<file path="src/rtl/backscatter_fsk_scheduler_if.sv">
// Byte-stream handshake into the backscatter FSK scheduler.
// The source drives data/valid/last and the scheduler answers with ready.
interface backscatter_fsk_scheduler_if;
  logic [7:0] tx_data;
  logic       tx_valid;
  logic       tx_last;
  logic       tx_ready;

  modport master (output tx_data, output tx_valid, output tx_last, input tx_ready);
  modport slave  (input tx_data, input tx_valid, input tx_last, output tx_ready);
endinterface

</file>
<file path="src/rtl/backscatter_fsk_scheduler.sv">
// Frame sequencer for the backscatter tag: PREAMBLE -> DATA (MSB first) -> silent GUARD, as FSK on mod_out.
// Optional macro BACKSCATTER_IDLE_TONE_EN: free-running DIV0 tone on mod_out while IDLE.
module backscatter_fsk_scheduler #(
  parameter int unsigned DIV0          = 3072,
  parameter int unsigned DIV1          = 6144,
  parameter int unsigned BIT_CYCLES    = 24576,
  parameter int unsigned PREAMBLE_BITS = 8,
  parameter logic [31:0] PREAMBLE_PAT  = 32'hAA,
  parameter int unsigned GUARD_CYCLES  = 12000
) (
  input  logic                              clk_12M,
  input  logic                              rst_n_in,
  backscatter_fsk_scheduler_if.slave        tx,
  output logic                              mod_out,
  output logic                              busy,
  output logic                              frame_done,
  output logic                              underrun
);

  localparam int unsigned CNT_MAX = (BIT_CYCLES > GUARD_CYCLES) ? BIT_CYCLES : GUARD_CYCLES;
  localparam int unsigned CNT_W   = (CNT_MAX > 1) ? $clog2(CNT_MAX) : 1;
  localparam int unsigned DIV_MAX = (DIV0 > DIV1) ? DIV0 : DIV1;
  localparam int unsigned TONE_W  = (DIV_MAX > 1) ? $clog2(DIV_MAX) : 1;
  localparam int unsigned IDX_MAX = (PREAMBLE_BITS > 8) ? PREAMBLE_BITS : 8;
  localparam int unsigned IDX_W   = $clog2(IDX_MAX);

  localparam logic [CNT_W-1:0]  BIT_LAST   = CNT_W'(BIT_CYCLES - 1);
  localparam logic [CNT_W-1:0]  GUARD_LAST = CNT_W'(GUARD_CYCLES - 1);
  localparam logic [TONE_W-1:0] DIV0_LAST  = TONE_W'(DIV0 - 1);
  localparam logic [TONE_W-1:0] DIV1_LAST  = TONE_W'(DIV1 - 1);
  localparam logic [IDX_W-1:0]  PRE_LAST   = IDX_W'(PREAMBLE_BITS - 1);
  localparam logic [IDX_W-1:0]  BYTE_LAST  = IDX_W'(7);
  // Preamble is left-aligned so bit 31 is always the bit on air.
  localparam logic [31:0]       PRE_INIT   = PREAMBLE_PAT << (32 - PREAMBLE_BITS);

  typedef enum logic [1:0] {
    S_IDLE,
    S_PREAMBLE,
    S_DATA,
    S_GUARD
  } state_e;

  state_e            state_q, state_d;
  logic [CNT_W-1:0]  cnt_q, cnt_d;
  logic [TONE_W-1:0] tone_q, tone_d;
  logic [IDX_W-1:0]  idx_q, idx_d;
  logic [31:0]       pre_sh_q, pre_sh_d;
  logic [7:0]        shift_q, shift_d;
  logic              shift_last_q, shift_last_d;
  logic [7:0]        hold_q, hold_d;
  logic              hold_last_q, hold_last_d;
  logic              hold_vld_q, hold_vld_d;
  logic              mod_q, mod_d;
  logic              busy_q, busy_d;
  logic              frame_done_q, frame_done_d;
  logic              underrun_q, underrun_d;

  logic ready;
  logic xfer;
  logic cur_bit;
  logic tone_last;
  logic slot_end;
  logic start_slot;
  logic load_shift;

  assign ready       = !hold_vld_q && (state_q != S_GUARD);
  assign tx.tx_ready = ready;
  assign xfer        = tx.tx_valid && ready;
  assign cur_bit     = (state_q == S_PREAMBLE) ? pre_sh_q[31] : shift_q[7];
  assign tone_last   = cur_bit ? (tone_q == DIV1_LAST) : (tone_q == DIV0_LAST);
  assign slot_end    = (cnt_q == BIT_LAST);

  always_comb begin
    state_d      = state_q;
    cnt_d        = cnt_q;
    tone_d       = tone_q;
    idx_d        = idx_q;
    pre_sh_d     = pre_sh_q;
    shift_d      = shift_q;
    shift_last_d = shift_last_q;
    hold_d       = hold_q;
    hold_last_d  = hold_last_q;
    hold_vld_d   = hold_vld_q;
    mod_d        = mod_q;
    frame_done_d = 1'b0;
    underrun_d   = 1'b0;
    start_slot   = 1'b0;
    load_shift   = 1'b0;

    // Mid-slot tone generation; slot boundaries below override it.
    if ((state_q == S_PREAMBLE) || (state_q == S_DATA)) begin
      cnt_d = cnt_q + 1'b1;
      if (tone_last) begin
        tone_d = '0;
        mod_d  = ~mod_q;
      end else begin
        tone_d = tone_q + 1'b1;
      end
    end

    case (state_q)
      S_IDLE: begin
`ifdef BACKSCATTER_IDLE_TONE_EN
        if (tone_q == DIV0_LAST) begin
          tone_d = '0;
          mod_d  = ~mod_q;
        end else begin
          tone_d = tone_q + 1'b1;
        end
`else
        tone_d = '0;
        mod_d  = 1'b0;
`endif
        if (hold_vld_q) begin
          state_d    = S_PREAMBLE;
          idx_d      = '0;
          pre_sh_d   = PRE_INIT;
          start_slot = 1'b1;
        end
      end

      S_PREAMBLE: begin
        if (slot_end) begin
          start_slot = 1'b1;
          if (idx_q == PRE_LAST) begin
            state_d    = S_DATA;
            idx_d      = '0;
            load_shift = 1'b1;
          end else begin
            idx_d    = idx_q + 1'b1;
            pre_sh_d = {pre_sh_q[30:0], 1'b0};
          end
        end
      end

      S_DATA: begin
        if (slot_end) begin
          if (idx_q != BYTE_LAST) begin
            idx_d      = idx_q + 1'b1;
            shift_d    = {shift_q[6:0], 1'b0};
            start_slot = 1'b1;
          end else if (!shift_last_q && hold_vld_q) begin
            idx_d      = '0;
            load_shift = 1'b1;
            start_slot = 1'b1;
          end else begin
            // Either the frame ended cleanly or the next byte never arrived.
            state_d    = S_GUARD;
            idx_d      = '0;
            cnt_d      = '0;
            tone_d     = '0;
            mod_d      = 1'b0;
            underrun_d = !shift_last_q;
          end
        end
      end

      S_GUARD: begin
        mod_d = 1'b0;
        if (cnt_q == GUARD_LAST) begin
          state_d      = S_IDLE;
          cnt_d        = '0;
          frame_done_d = 1'b1;
        end else begin
          cnt_d = cnt_q + 1'b1;
        end
      end

      default: state_d = S_IDLE;
    endcase

    // Every bit slot restarts the subcarrier phase high.
    if (start_slot) begin
      cnt_d  = '0;
      tone_d = '0;
      mod_d  = 1'b1;
    end

    if (load_shift) begin
      shift_d      = hold_q;
      shift_last_d = hold_last_q;
      hold_vld_d   = 1'b0;
    end

    if (xfer) begin
      hold_d      = tx.tx_data;
      hold_last_d = tx.tx_last;
      hold_vld_d  = 1'b1;
    end

    busy_d = (state_d != S_IDLE);
  end

  always_ff @(posedge clk_12M) begin
    if (!rst_n_in) begin
      state_q      <= S_IDLE;
      cnt_q        <= '0;
      tone_q       <= '0;
      idx_q        <= '0;
      pre_sh_q     <= '0;
      shift_q      <= '0;
      shift_last_q <= 1'b0;
      hold_q       <= '0;
      hold_last_q  <= 1'b0;
      hold_vld_q   <= 1'b0;
      mod_q        <= 1'b0;
      busy_q       <= 1'b0;
      frame_done_q <= 1'b0;
      underrun_q   <= 1'b0;
    end else begin
      state_q      <= state_d;
      cnt_q        <= cnt_d;
      tone_q       <= tone_d;
      idx_q        <= idx_d;
      pre_sh_q     <= pre_sh_d;
      shift_q      <= shift_d;
      shift_last_q <= shift_last_d;
      hold_q       <= hold_d;
      hold_last_q  <= hold_last_d;
      hold_vld_q   <= hold_vld_d;
      mod_q        <= mod_d;
      busy_q       <= busy_d;
      frame_done_q <= frame_done_d;
      underrun_q   <= underrun_d;
    end
  end

  assign mod_out    = mod_q;
  assign busy       = busy_q;
  assign frame_done = frame_done_q;
  assign underrun   = underrun_q;

endmodule

</file>
<file path="src/flat_wrapper.sv">
// flat-port wrapper written by rule: the top's interface ports become plain ports
module backscatter_fsk_scheduler_flat 
#(
  parameter int unsigned DIV0          = 3072,
  parameter int unsigned DIV1          = 6144,
  parameter int unsigned BIT_CYCLES    = 24576,
  parameter int unsigned PREAMBLE_BITS = 8,
  parameter logic [31:0] PREAMBLE_PAT  = 32'hAA,
  parameter int unsigned GUARD_CYCLES  = 12000
)
  (clk_12M, rst_n_in, mod_out, busy, frame_done, underrun, tx_tx_data, tx_tx_valid, tx_tx_last, tx_tx_ready);
  backscatter_fsk_scheduler_if tx_i ();
  input  logic clk_12M;
  input  logic rst_n_in;
  output logic mod_out;
  output logic busy;
  output logic frame_done;
  output logic underrun;
  input wire logic [$bits(tx_i.tx_data)-1:0] tx_tx_data;
  input wire logic [$bits(tx_i.tx_valid)-1:0] tx_tx_valid;
  input wire logic [$bits(tx_i.tx_last)-1:0] tx_tx_last;
  output wire logic [$bits(tx_i.tx_ready)-1:0] tx_tx_ready;
  assign tx_i.tx_data = tx_tx_data;
  assign tx_i.tx_valid = tx_tx_valid;
  assign tx_i.tx_last = tx_tx_last;
  assign tx_tx_ready = tx_i.tx_ready;
  backscatter_fsk_scheduler #(.DIV0(DIV0), .DIV1(DIV1), .BIT_CYCLES(BIT_CYCLES), .PREAMBLE_BITS(PREAMBLE_BITS), .PREAMBLE_PAT(PREAMBLE_PAT), .GUARD_CYCLES(GUARD_CYCLES)) u_core (.clk_12M(clk_12M), .rst_n_in(rst_n_in), .tx(tx_i), .mod_out(mod_out), .busy(busy), .frame_done(frame_done), .underrun(underrun));
endmodule
</file>
<file path="config.mk">
export PLATFORM = sky130hd
export DESIGN_NAME = backscatter_fsk_scheduler_flat
export DESIGN_NICKNAME = d
export VERILOG_FILES = /design/src/rtl/backscatter_fsk_scheduler_if.sv /design/src/rtl/backscatter_fsk_scheduler.sv /design/src/flat_wrapper.sv
export SDC_FILE = /design/constraint.sdc
export NUM_CORES = 1
export LEC_CHECK = 0
export ABC_AREA = 1
export BUFFER_PORTS_ARGS = -buffer_cell sky130_fd_sc_hd__buf_2
export CORE_UTILIZATION = 35
export DETAILED_ROUTE_END_ITERATION = 12
export GPL_TIMING_DRIVEN = 0
export HOLD_SLACK_MARGIN = 0.15
export PLACE_DENSITY = 0.58
export SLEW_MARGIN = 40
export SYNTH_ARGS = -nofsm -noshare
export SYNTH_HDL_FRONTEND = slang
export SYNTH_SLANG_ARGS = --single-unit
</file>
<file path="constraint.sdc">
create_clock -name clk_12M -period 4.5 [get_ports clk_12M]
set_input_delay 0.675 -clock clk_12M [delete_from_list [all_inputs] [get_ports clk_12M]]
set_output_delay 0.675 -clock clk_12M [all_outputs]
set_load 0.005 [all_outputs]
</file>
==> run summary, run 1 <==
Entering global routing, the biggest net connects 14 pins. Walking the worst path, the cells encountered are inv_1, ha_1, clkbuf_1, nand3_1, nor3_1, nand2_1, nand4_2, buf_6, nor2_1. The number of placed I/O pins came out at 17. 0 antenna diodes ended up in the layout. Total power for the finished layout comes to 0.00133 W. Final cell count without fillers: 718.

Of the available clock period, the critical path in the final layout requires 55.1%. The critical path is of the reg2reg type. The run gives 131 as the number of DRC markers after the initial detailed-route iteration. The clock net in this run drives a total of 63 sinks. Measured along the x axis, the die boundary spans 104 um.

The final hold violation count is 0, and the measured slew at the worst slew-check pin is 0.630 ns. The layout-stage area growth over the synthesis result was 12.4%. The depth of the CTS H-tree came out at 3. The final route contains 3373 vias. Static timing analysis puts the maximum clock frequency at 0.403 GHz. A synthesized cell averages 6.57 um2. Summed over all failing endpoints, the final setup total negative slack is 0 ns. The remaining number of nets flagged by the antenna check after routing came out at 0. Setup repair after global routing left no endpoint under its margin. Routability-driven placement finished with a final weighted congestion of 0.817. The run gives 36.7% as the effective utilization at floorplan.

For the area of the die, the log shows 10800 um2. Leaving out fill and tap cells, the most frequent cell in the layout is nand2_1. Summed over its instances, the top area cell type makes up 34.7% of the synthesized netlist area. Via count of the first global-routing pass: 3207. The number of gates resized after CTS was 0. After detailed routing, the number of remaining DRC violations is 0.

STA classifies the critical path startpoint as a register. The area taken by flip-flops and latches is 1260 um2, and the length of the first detailed-routing pass in iterations is 5. The synthesized net count came out at 573. The number of placed instances, taps included, is 702. Buffers added to address setup during post-CTS repair amount to 0.

The later pin in the worst-skew pair is clocked with a latency of 0.35 ns. The share of cells above drive strength 1 is 10.9%, and the area after detailed placement is 3880 um2. The number of buffer and inverter stages on the critical path is 3, and the ratio of total power to cell area is 326 nW/um2. The post-CTS clock slew at the launch and capture registers of the worst setup and hold paths is 0.08 ns. Hold repair after CTS inserted 0 buffers. The routed length per placed instance was 11.7 um; the max-capacitance violation count was 0. The logs give 8420 um for the final wirelength and 3630 um2 for the cell area after synthesis. Port buffering added 16 buffers. For the worst setup path, the data required time is 4.74 ns. The tools report the clock root buffer master as clkbuf_8. The placeable core area is 9910 um2, and the top fanout value on the critical path is 10.

Buffers inserted during clock tree synthesis total 9. Global routing consumed, on the met3 layer, 4.57% of the routing resources. After synthesis the netlist holds a flip-flop and latch count of 63. The endpoint kind of the worst setup timing path is a register. The routing usage on met2 came out at 27.1%. The leakage power of the design was 1.83 nW; the count of fill cells added during filler insertion was 1097. TritonCTS built the clock tree. For the final max-slew violation count, the log shows 0. The global-route track usage on met1 is 22.3%, and the total of warnings raised by yosys is 0. For this run the aggregate overflow at the end of global routing stands at 0. Most area-hungry cell type in the Yosys netlist: dfxtp_1. Yosys attributes the largest share of cell area to dfxtp_1 35%, nand2_1 13%, nor2_1 9.6%. The logs give 2.72 ns for the data arrival time of the critical path and 0.000214 V for the maximum VDD drop. In the global route stage, overall resource usage came out at 17.0%.

The maximum cell stage delay along the critical path is 0.45 ns, and the first-pass GRT wire length is 14900 um. Leaving out fill and tap cells, the most frequent cells in the layout are 130 x nand2_1, 93 x nor2_1, 72 x inv_1. Dividing the detail-routed via count by the number of cells gives 4.70. The run finished with clean final reports.

The longest clock path from root to sink contains 2 buffers. The run gives 6290 um as the placed wire-length estimate. In this run the worst hold path is classified as reg2reg.

The logs give 0 for the initial antenna violation count and 36 for the total number of placement rows. Once layout is done, the placed cells without fillers occupy 4080 um2. The worst path needs 2.48 ns of the cycle, external delays included.

The top cell family by delay on the critical path is simple AND/OR/NAND/NOR gates. The cell with the largest stage delay on the worst path is dfxtp_1. The run gives 600 as the net count of the finished layout. The worst max-slew margin expressed relative to the limit was 58.0%; the number of cells produced by synthesis was 553. The worst clock skew was 0.0105 ns. The logs give 2010 um2 for the area taken by multi-input logic gates and 38 for the number of distinct library cells after synthesis. The die height works out to 104 um.

In this run the most used layer during global routing was met2. The proportion of synthesized chip area in sequential cells is 34.7%, and the total setup violations reported at the end of the flow is 0.
power by group:
group	total [W]	internal (W)	switching [W]
clock	0.000523	0.000263	0.000259
combinational	0.000200	0.0000683	0.000131
sequential	0.000608	0.000585	0.0000226
stage by stage:
step	setup slack [ns]	util (%)	hold slack (ns)
2_1_floorplan	2.57	-	0.426
3_3_place_gp	2.04	39.1	0.454
3_5_place_dp	2.02	39.1	0.460
4_1_cts	2.00	41.2	0.471
5_1_grt	1.83	41.2	0.491
6_report	2.02	41.2	0.467
area by class of cell:
type / count / share of cell area (%)
tap: 133 / 4.08
timing repair buffer: 16 / 1.96
multi-input combinational: 399 / 49.2
buffer: 16 / 1.99
clock buffer: 9 / 3.03
clock inverter: 7 / 1.96
sequential: 63 / 30.9
inverter: 75 / 6.90
synthesized netlist by cell type:
cell	count
nand3_1	47
o21ai_0	29
buf_1	3
a21oi_1	12
nand2_1	130
o211ai_1	8
buf_6	2
inv_1	72
a211oi_2	1
nor4_1	4
nand4_2	1
nor3_1	10
nand2_4	3
o21ai_1	1
nor2_4	3
a22oi_1	1
dfxtp_1	63
xor2_1	6
nand4_4	1
inv_2	2
o21ai_2	1
nand3b_1	1
nand4_1	15
nand2_2	9
clkbuf_1	8
nor2_1	93
ha_1	8
nand3_2	1
buf_4	1
nand3_4	1
or2_2	1
xnor2_1	7
mux2i_1	1
clkinv_1	1
o21bai_1	1
buf_2	2
nor2_8	1
a21oi_2	2
per-layer routing:
metal	vias to the layer above	share of wire (%)
met4	0	1.1
li1	1820	-
met1	1489	52
met2	55	44
met3	9	3.4
met5	-	0
final timing paths:
kind	start	end	slack, ns	cells after the start
worst max-delay path	u_core.state_q[1]	u_core.tone_q[12]	2.02	9
worst min-delay path	u_core.pre_sh_q[26]	u_core.pre_sh_q[26]	0.47	2
worst max register to register	u_core.state_q[1]	u_core.tone_q[12]	2.02	9
worst min register to register	u_core.pre_sh_q[26]	u_core.pre_sh_q[26]	0.47	2
state kept, by name (all words and copies together), names as in the netlist:
signal,cells
u_core.busy,1
u_core.cnt_q,15
u_core.frame_done,1
u_core.hold_last_q,1
u_core.hold_q,8
u_core.hold_vld_q,1
u_core.idx_q,3
u_core.mod_out,1
u_core.pre_sh_q,7
u_core.shift_last_q,1
u_core.shift_q,8
u_core.state_q,2
u_core.tone_q,13
u_core.underrun,1
cells by family after synthesis:
logic type / after synthesis / synth area share, %
flip-flops: 63 / 34.7
multiplexers: 1 / 0.276
XOR/XNOR: 13 / 3.13
AND/OR/NAND/NOR: 321 / 40.2
adder cells (fa/ha/maj): 8 / 2.76
buffers and inverters: 91 / 9.99
AO/OA/AOI/OAI: 56 / 8.92
worst register-to-register path: stages, from the launching register on:
cell and delay, ns:
dfxtp_1 0.45, inv_1 0.11, ha_1 0.29, clkbuf_1 0.44, nand3_1 0.20, nor3_1 0.36
nand2_1 0.16, nand4_2 0.17, buf_6 0.16, nor2_1 0.05
Note: power is estimated with default switching activity, not from simulation.
==> run 2, diff against run 1 <==
clock period = 2.3 ns   (was 4.5 ns; I/O delays follow)
==> run 2 against run 1 <==
  * Register-to-register slack worse by 1.8 ns
  * Die area unchanged
  * Clock skew up 0.0022 ns
  * First-iteration DRC count up 15%
  * Sequential power up 96%
  * Hold slack worse by 0.23 ns
  * Clock power up 97%
  * Worst setup slack worse by 1.8 ns
  * Routed wire length up 0.26%
  * Sequential share of layout area about the same
  * Critical path type unchanged
  * Largest cell class unchanged
  * Largest power group unchanged
==> run summary, run 2 (synthesized netlist as in run 1, its figures left out) <==
The setup path with the least slack is of type reg2reg. Setup repair after global routing left no endpoint under its margin. After global routing the overflow that remains totals 0.

At the later pin of the worst-skew pair, clock insertion delay measures 0.36 ns. The flow ran to the end, and the final reports show no timing, DRC or antenna violations. The logs give 0 ns for the sum of negative setup slack and 8440 um for the final wirelength.

In the final layout, the registers with the most flip-flops are u_core.cnt_q: 15 flops, u_core.tone_q: 13 flops. The logs give 9910 um2 for the placeable core area and 0.000419 V for the maximum VDD drop. The post-route minimum period came out at 2.10 ns.

Combinational logic is responsible for 15.1% of the overall power. The sequential fraction of design power was 45.5%; the measured slew at the worst slew-check pin was 0.511 ns. In this run the post-CTS setup repair buffer count came out at 0.

The count of buffers from port buffering was 16; the total number of placement rows was 36. The register with the most flip-flops in the layout has 15 of them. The run gives 1099 as the count of fill cells added during filler insertion. For this configuration, the core starts out at a cell density of 36.7%. TritonCTS built the clock tree. The final max-slew violation count was 0; the post-CTS clock slew at the launch and capture registers of the worst setup and hold paths was 0.09 ns.

For the worst max-slew margin expressed relative to the limit, the log shows 65.9%. At the end of routability-driven placement, the weighted congestion stood at 0.817. The worst setup path is launched from a register. Ratio of total power to cell area: 638 nW/um2.

Together, buffers and inverters on the worst path number 2. For the first-pass GRT wire length, the log shows 14900 um. The number of sinks on the clock net was 63.

With fillers left out, the area of the finished cells amounts to 4090 um2. The logs give 0 for the max-capacitance violation count and 2 for the number of buffers between clock root and the deepest sink. The top cell family by delay on the critical path is simple AND/OR/NAND/NOR gates. The run gives 0.00180 W as the internal power. In this run the worst path has a maximum fanout of 10. After detailed routing, the average wire length per cell comes to 11.8 um.

Detailed placement finished with a half-perimeter wire length of 6290 um. Number of buffers created by CTS: 9. In the final design database the tool counted 599 nets. Type of the most critical hold path: in2reg. The top cell types in the final layout, fill and taps aside, are 130 x nand2_1, 93 x nor2_1, 72 x inv_1. The total number of vias came out at 3350. The slowest stage of the critical path is the dfxtp_1 cell.

The tools report the leakage power of the design as 1.84 nW. The achievable clock frequency was 0.476 GHz; the worst clock skew was 0.0127 ns. Number of DRC markers after the initial detailed-route iteration: 150. For this run, design rule violations remaining after detail routing come to 0. Net switching is 31.2% of the power. Total setup violations reported at the end of the flow: 0.

Endpoint kind of the worst setup timing path: a register. The maximum cell stage delay along the critical path is 0.45 ns, and the data arrival time of the critical path is 2.34 ns. The die covers 10800 um2.

From synthesis to final layout, the design area changed by 12.6%. The most common library cell in the layout ignoring fill and taps is nand2_1. More flip-flops sit in one register than any other, and that register is u_core.cnt_q.

Clock root buffer master: clkbuf_8. Pin placement for this block handled 17 I/O pins. CTS built an H-tree with a depth of 3. The logs give 0 for the initial antenna violation count and 3196 for the via count of the first global-routing pass.

The final critical path takes up 91.3% of the cycle. The part of the power in the clock network is 39.4%, and the area after detailed placement is 3880 um2. The floorplan step set the die width to 104 um. The tools report the number of diodes as 0. The die height is 104 um.

The share of cells above drive strength 1 was 11.6%; the final hold violation count was 0. In the global route stage, overall resource usage came out at 17.0%. For this design the total switching power over the nets is 0.000813 W. For this run, the detailed router's first-pass iteration total came to 4. Hold timing on the final database bottoms out at a slack of 0.238 ns. At the worst endpoint, the required time is 2.54 ns. The critical path goes through ha_1, nand2_2, nor2_4, nand2_4, nor2_8, nand4_4, o21ai_1, inv_1, nand4_2, buf_6, nor2_1. After detailed routing, the number of vias per cell comes to 4.67. For the remaining number of nets flagged by the antenna check after routing, the log shows 0. The run gives 14 as the pin count of the biggest net entering global routing.
[run 2: timing repair]
action	4_1_cts	5_1_grt
setup endpoints to repair	31	14
pin swaps	0	0
resized for setup	2	2
hold buffers	0	0
[run 2: final cells by class]
type / count / area, um2 / share of cell area, %
inverters: 75 / 282 / 6.88
clock buffers: 9 / 124 / 3.03
multi-input cells: 399 / 2020 / 49.3
clock inverters: 7 / 80.1 / 1.96
plain buffers: 15 / 80.1 / 1.96
well taps: 133 / 166 / 4.07
repair buffers: 16 / 80.1 / 1.96
flip-flops and latches: 63 / 1260 / 30.8
[run 2: worst paths after layout]
path	from	end	slack (ns)	cells past startpoint
setup / recovery	u_core.cnt_q[0]	u_core.tone_q[12]	0.20	11
hold / removal	tx_tx_data[4]	u_core.hold_q[4]	0.24	3
setup reg to reg	u_core.cnt_q[0]	u_core.tone_q[12]	0.20	11
hold reg to reg	u_core.pre_sh_q[26]	u_core.pre_sh_q[26]	0.47	2
[run 2: per-layer routing]
layer | wire length, um | vias up | global-route usage, %
met3 | 312 | 8 | 4.57
li1 | - | 1816 | -
met1 | 4350 | 1479 | 22.4
met5 | 0 | - | 0
met4 | 85 | 0 | 4.90
met2 | 3680 | 47 | 27.0
[run 2: power groups by stage]
stage / logic, W / clock network [W] / registers [W]
after global routing: 0.000455 / 0.00110 / 0.00120
after CTS: 0.000393 / 0.00105 / 0.00119
after floorplan: 0.000294 / 0 / 0.00120
after global placement: 0.000385 / 0 / 0.00121
after detailed placement: 0.000390 / 0 / 0.00121
final: 0.000394 / 0.00103 / 0.00119
[run 2: metrics by stage]
stage | worst slack [ns] | std cells | utilization, % | power (W)
floorplan | 0.368 | 553 | - | 0.00150
global placement | -0.160 | 702 | 39.1 | 0.00160
detailed placement | -0.177 | 702 | 39.1 | 0.00160
CTS | 0.0186 | 717 | 41.2 | 0.00263
global route | 0.0103 | 717 | 41.3 | 0.00276
finish | 0.201 | 717 | 41.3 | 0.00261
[run 2: worst reg2reg max path: stages, from the launching register on]
cell and delay (ns):
dfxtp_1 0.45, ha_1 0.25, nand2_2 0.11, nor2_4 0.17, nand2_4 0.10, nor2_8 0.15
nand4_4 0.16, o21ai_1 0.20, inv_1 0.08, nand4_2 0.11, buf_6 0.16, nor2_1 0.05
==> run 3, diff against run 2 <==
CORE_ASPECT_RATIO = 1.4   (was unset)
CTS_CLUSTER_SIZE = 20   (was unset)
REMOVE_ABC_BUFFERS = 1   (was unset)
==> run 3 against run 2 <==
  * Flip-flop and latch count is the same
  * Fmax grew 0.83%
  * Worst setup slack gained 0.017 ns
  * Critical path type unchanged
==> run summary, run 3 (synthesized netlist as in run 1, its figures left out) <==
The startpoint of the worst register-to-register path was u_core.cnt_q[0]. The core region is 10000 um2. After the first detailed-routing iteration, the DRC count stood at 175.

The logs give 3 for the depth of the CTS H-tree and 0 for the number of buffers added to fix hold violations after cts. The data arrival time of the critical path is 2.30 ns. The worst path uses 90.5% of the clock period. The register with the most flip-flops in the final layout is u_core.cnt_q. For this design the top-level I/O count stands at 17. The largest registers in the layout are u_core.cnt_q: 15 flops, u_core.tone_q: 13 flops.

In this run the critical register-to-register path is captured at u_core.tone_q[4]. The congestion estimate from routability-driven global placement came to 0.822. TritonCTS built the clock tree. The endpoint kind of the worst setup timing path is a register. The run gives 63 as the number of sinks on the clock net. The detailed router placed 3437 vias in this run. The total setup violations reported at the end of the flow is 0. The logs give 4 for the length of the first detailed-routing pass in iterations and 8350 um for the final wirelength. The first global-routing pass estimated 14200 um of wire. Across the run, the number of max-cap violations was 0. The initial antenna violation count was 0. The run gives 0 as the final hold violation count.

The min-delay analysis places its worst path in the category in2reg. Timing would allow up to 0.480 GHz. Dividing the detail-routed via count by the number of cells gives 4.81. Number of buffers between clock root and the deepest sink: 2.

The final max-slew violation count was 0; the total overflow reported by the global router was 0. Detailed placement finished with a half-perimeter wire length of 5990 um. The remaining number of nets flagged by the antenna check after routing was 0. Broken down by cell family, the worst path's largest delay share belongs to simple AND/OR/NAND/NOR gates.

The worst hold path was traced through 3 stages. The post-CTS clock slew at the launch and capture registers of the worst setup and hold paths is 0.06 ns, and the layout-stage area growth over the synthesis result is 16.5%. The number of antenna diodes in the final layout is 0.

The area of the die is 10800 um2. The maximum cell stage delay along the critical path was 0.46 ns; the logic depth of the worst register-to-register path was 10. The sum of negative setup slack was 0 ns; the top fanout value on the critical path was 16. For the net count of the finished layout, the log shows 594. The via count of the first global-routing pass came out at 3171.

Clock tree synthesis selected as its root buffer the cell clkbuf_16. Total number of placement rows: 43. The critical path ends at u_core.tone_q[4].

Walking the worst path, the cells encountered are ha_1, nand2_2, nor2_4, nand2_4, nor2_8, nand4_4, o21ai_2, inv_1, nand4_4, nor2_1. Kind of launch point of the worst setup path: a register. The logic depth of the worst path, buffers included was 10; the leakage power of the design was 1.88 nW. The overall die width came out at 88.1 um. The most common library cell in the layout ignoring fill and taps is nand2_1.

During placement, the flow inserted port buffers numbering 16. The post-route minimum period came out at 2.08 ns. Of the cells placed in the final design, the portion with a size suffix greater than 1 is 13.0%. The initial utilization of the core area, before any placement, comes to 36.3%. Entering global routing, the biggest net connects 29 pins.

The data required time of the critical path was 2.52 ns; the measured slew at the worst slew-check pin was 0.493 ns. The setup path with the least slack is of type reg2reg. The tools report the DRC violation count after routing as 0. Setup repair after global routing left no endpoint under its margin.

Routed length per placed instance: 11.7 um. The run gives 0.000455 V as the maximum VDD drop. The run finished with clean final reports. The number of flip-flops in the largest register was 15; the clock latency reported for the late side of the worst-skew pair was 0.33 ns. The logs give 0.265 ns for the worst slack on hold paths and 67.1% for the worst max-slew margin expressed relative to the limit.

The tools report the worst clock skew as 0.00520 ns. The run gives 0.22 ns as the worst setup slack for register-to-register paths. The number of buffer and inverter stages on the critical path was 1. In this run the power density over the cells is 689 nW/um2.

The tools report the worst setup path startpoint as u_core.cnt_q[0]. On the critical path, the stage with the largest delay is an instance of dfxtp_1. The top cell types in the final layout, fill and taps aside, are 130 x nand2_1, 93 x nor2_1, 70 x inv_1. The number of clock buffers added by TritonCTS is 9.

The cell seen most often among critical-path stages was nand4_4. In the global route stage, overall resource usage came out at 17.0%. The die is 123 um tall.
[run 3: cell types whose count changed in the layout (fill, tap and decap cells not counted), sizes merged]
cell	previous run	this run
clkinvlp	1	4
bufinv	1	0
inv	77	73
clkbuf	16	11
buf	24	26
[run 3: stage by stage]
stage | utilization, % | std cells | worst slack [ns] | instance area, um2 | total power (W)
finish | 42.3 | 714 | 0.218 | 4230 | 0.00291
global route | 42.3 | 714 | 0.0444 | 4230 | 0.00306
CTS | 41.4 | 708 | 0.0307 | 4150 | 0.00290
detailed placement | 38.0 | 688 | -0.321 | 3800 | 0.00159
global placement | 38.0 | 688 | -0.718 | 3800 | 0.00158
floorplan | - | 537 | 0.125 | 3550 | 0.00148
[run 3: routing by layer]
layer	track usage, %	wire [um]	up-vias	part of all wire, %
met3	3.90	246	18	2.9
met1	19.2	3670	1570	44
li1	-	-	1808	-
met5	0	0	-	0
met4	7.86	209	0	2.5
met2	29.7	4220	41	51
[run 3: repair_timing]
| item | 4_1_cts | 5_1_grt |
|---|---|---|
| resized for setup | 5 | 4 |
| pin swaps | 0 | 2 |
| setup buffers | 4 | 6 |
| endpoints found under the setup margin | 32 | 23 |
[run 3: power breakdown]
part | total (W) | switching (W) | leakage, nW | internal (W)
Sequential | 0.00119 | 0.0000423 | 0.512 | 0.00115
Clock | 0.00128 | 0.000501 | 0.134 | 0.000783
Combinational | 0.000441 | 0.000271 | 1.24 | 0.000170
[run 3: worst register-to-register path: stages, from the launching register on]
cell	delay, ns
dfxtp_1	0.46
ha_1	0.25
nand2_2	0.11
nor2_4	0.18
nand2_4	0.10
nor2_8	0.15
nand4_4	0.25
o21ai_2	0.17
inv_1	0.09
nand4_4	0.15
nor2_1	0.07
[run 3: worst min-delay path by stage]
stage	startpoint	to	slack [ns]
floorplan	u_core.shift_last_q	u_core.underrun	0.43
global placement	u_core.pre_sh_q[28]	u_core.pre_sh_q[28]	0.45
detailed placement	u_core.pre_sh_q[26]	u_core.pre_sh_q[26]	0.46
CTS	tx_tx_last	u_core.hold_last_q	0.26
global route	tx_tx_last	u_core.hold_last_q	0.28
finish	tx_tx_last	u_core.hold_last_q	0.26
[run 3: area by class of cell]
cell class	instances	area (um2)
fill	1097	5780
multi-input combinational	399	2060
sequential	63	1260
timing repair buffer	26	171
clock buffer	11	253
inverter	75	285
tap	135	169
clock inverter	5	32.5
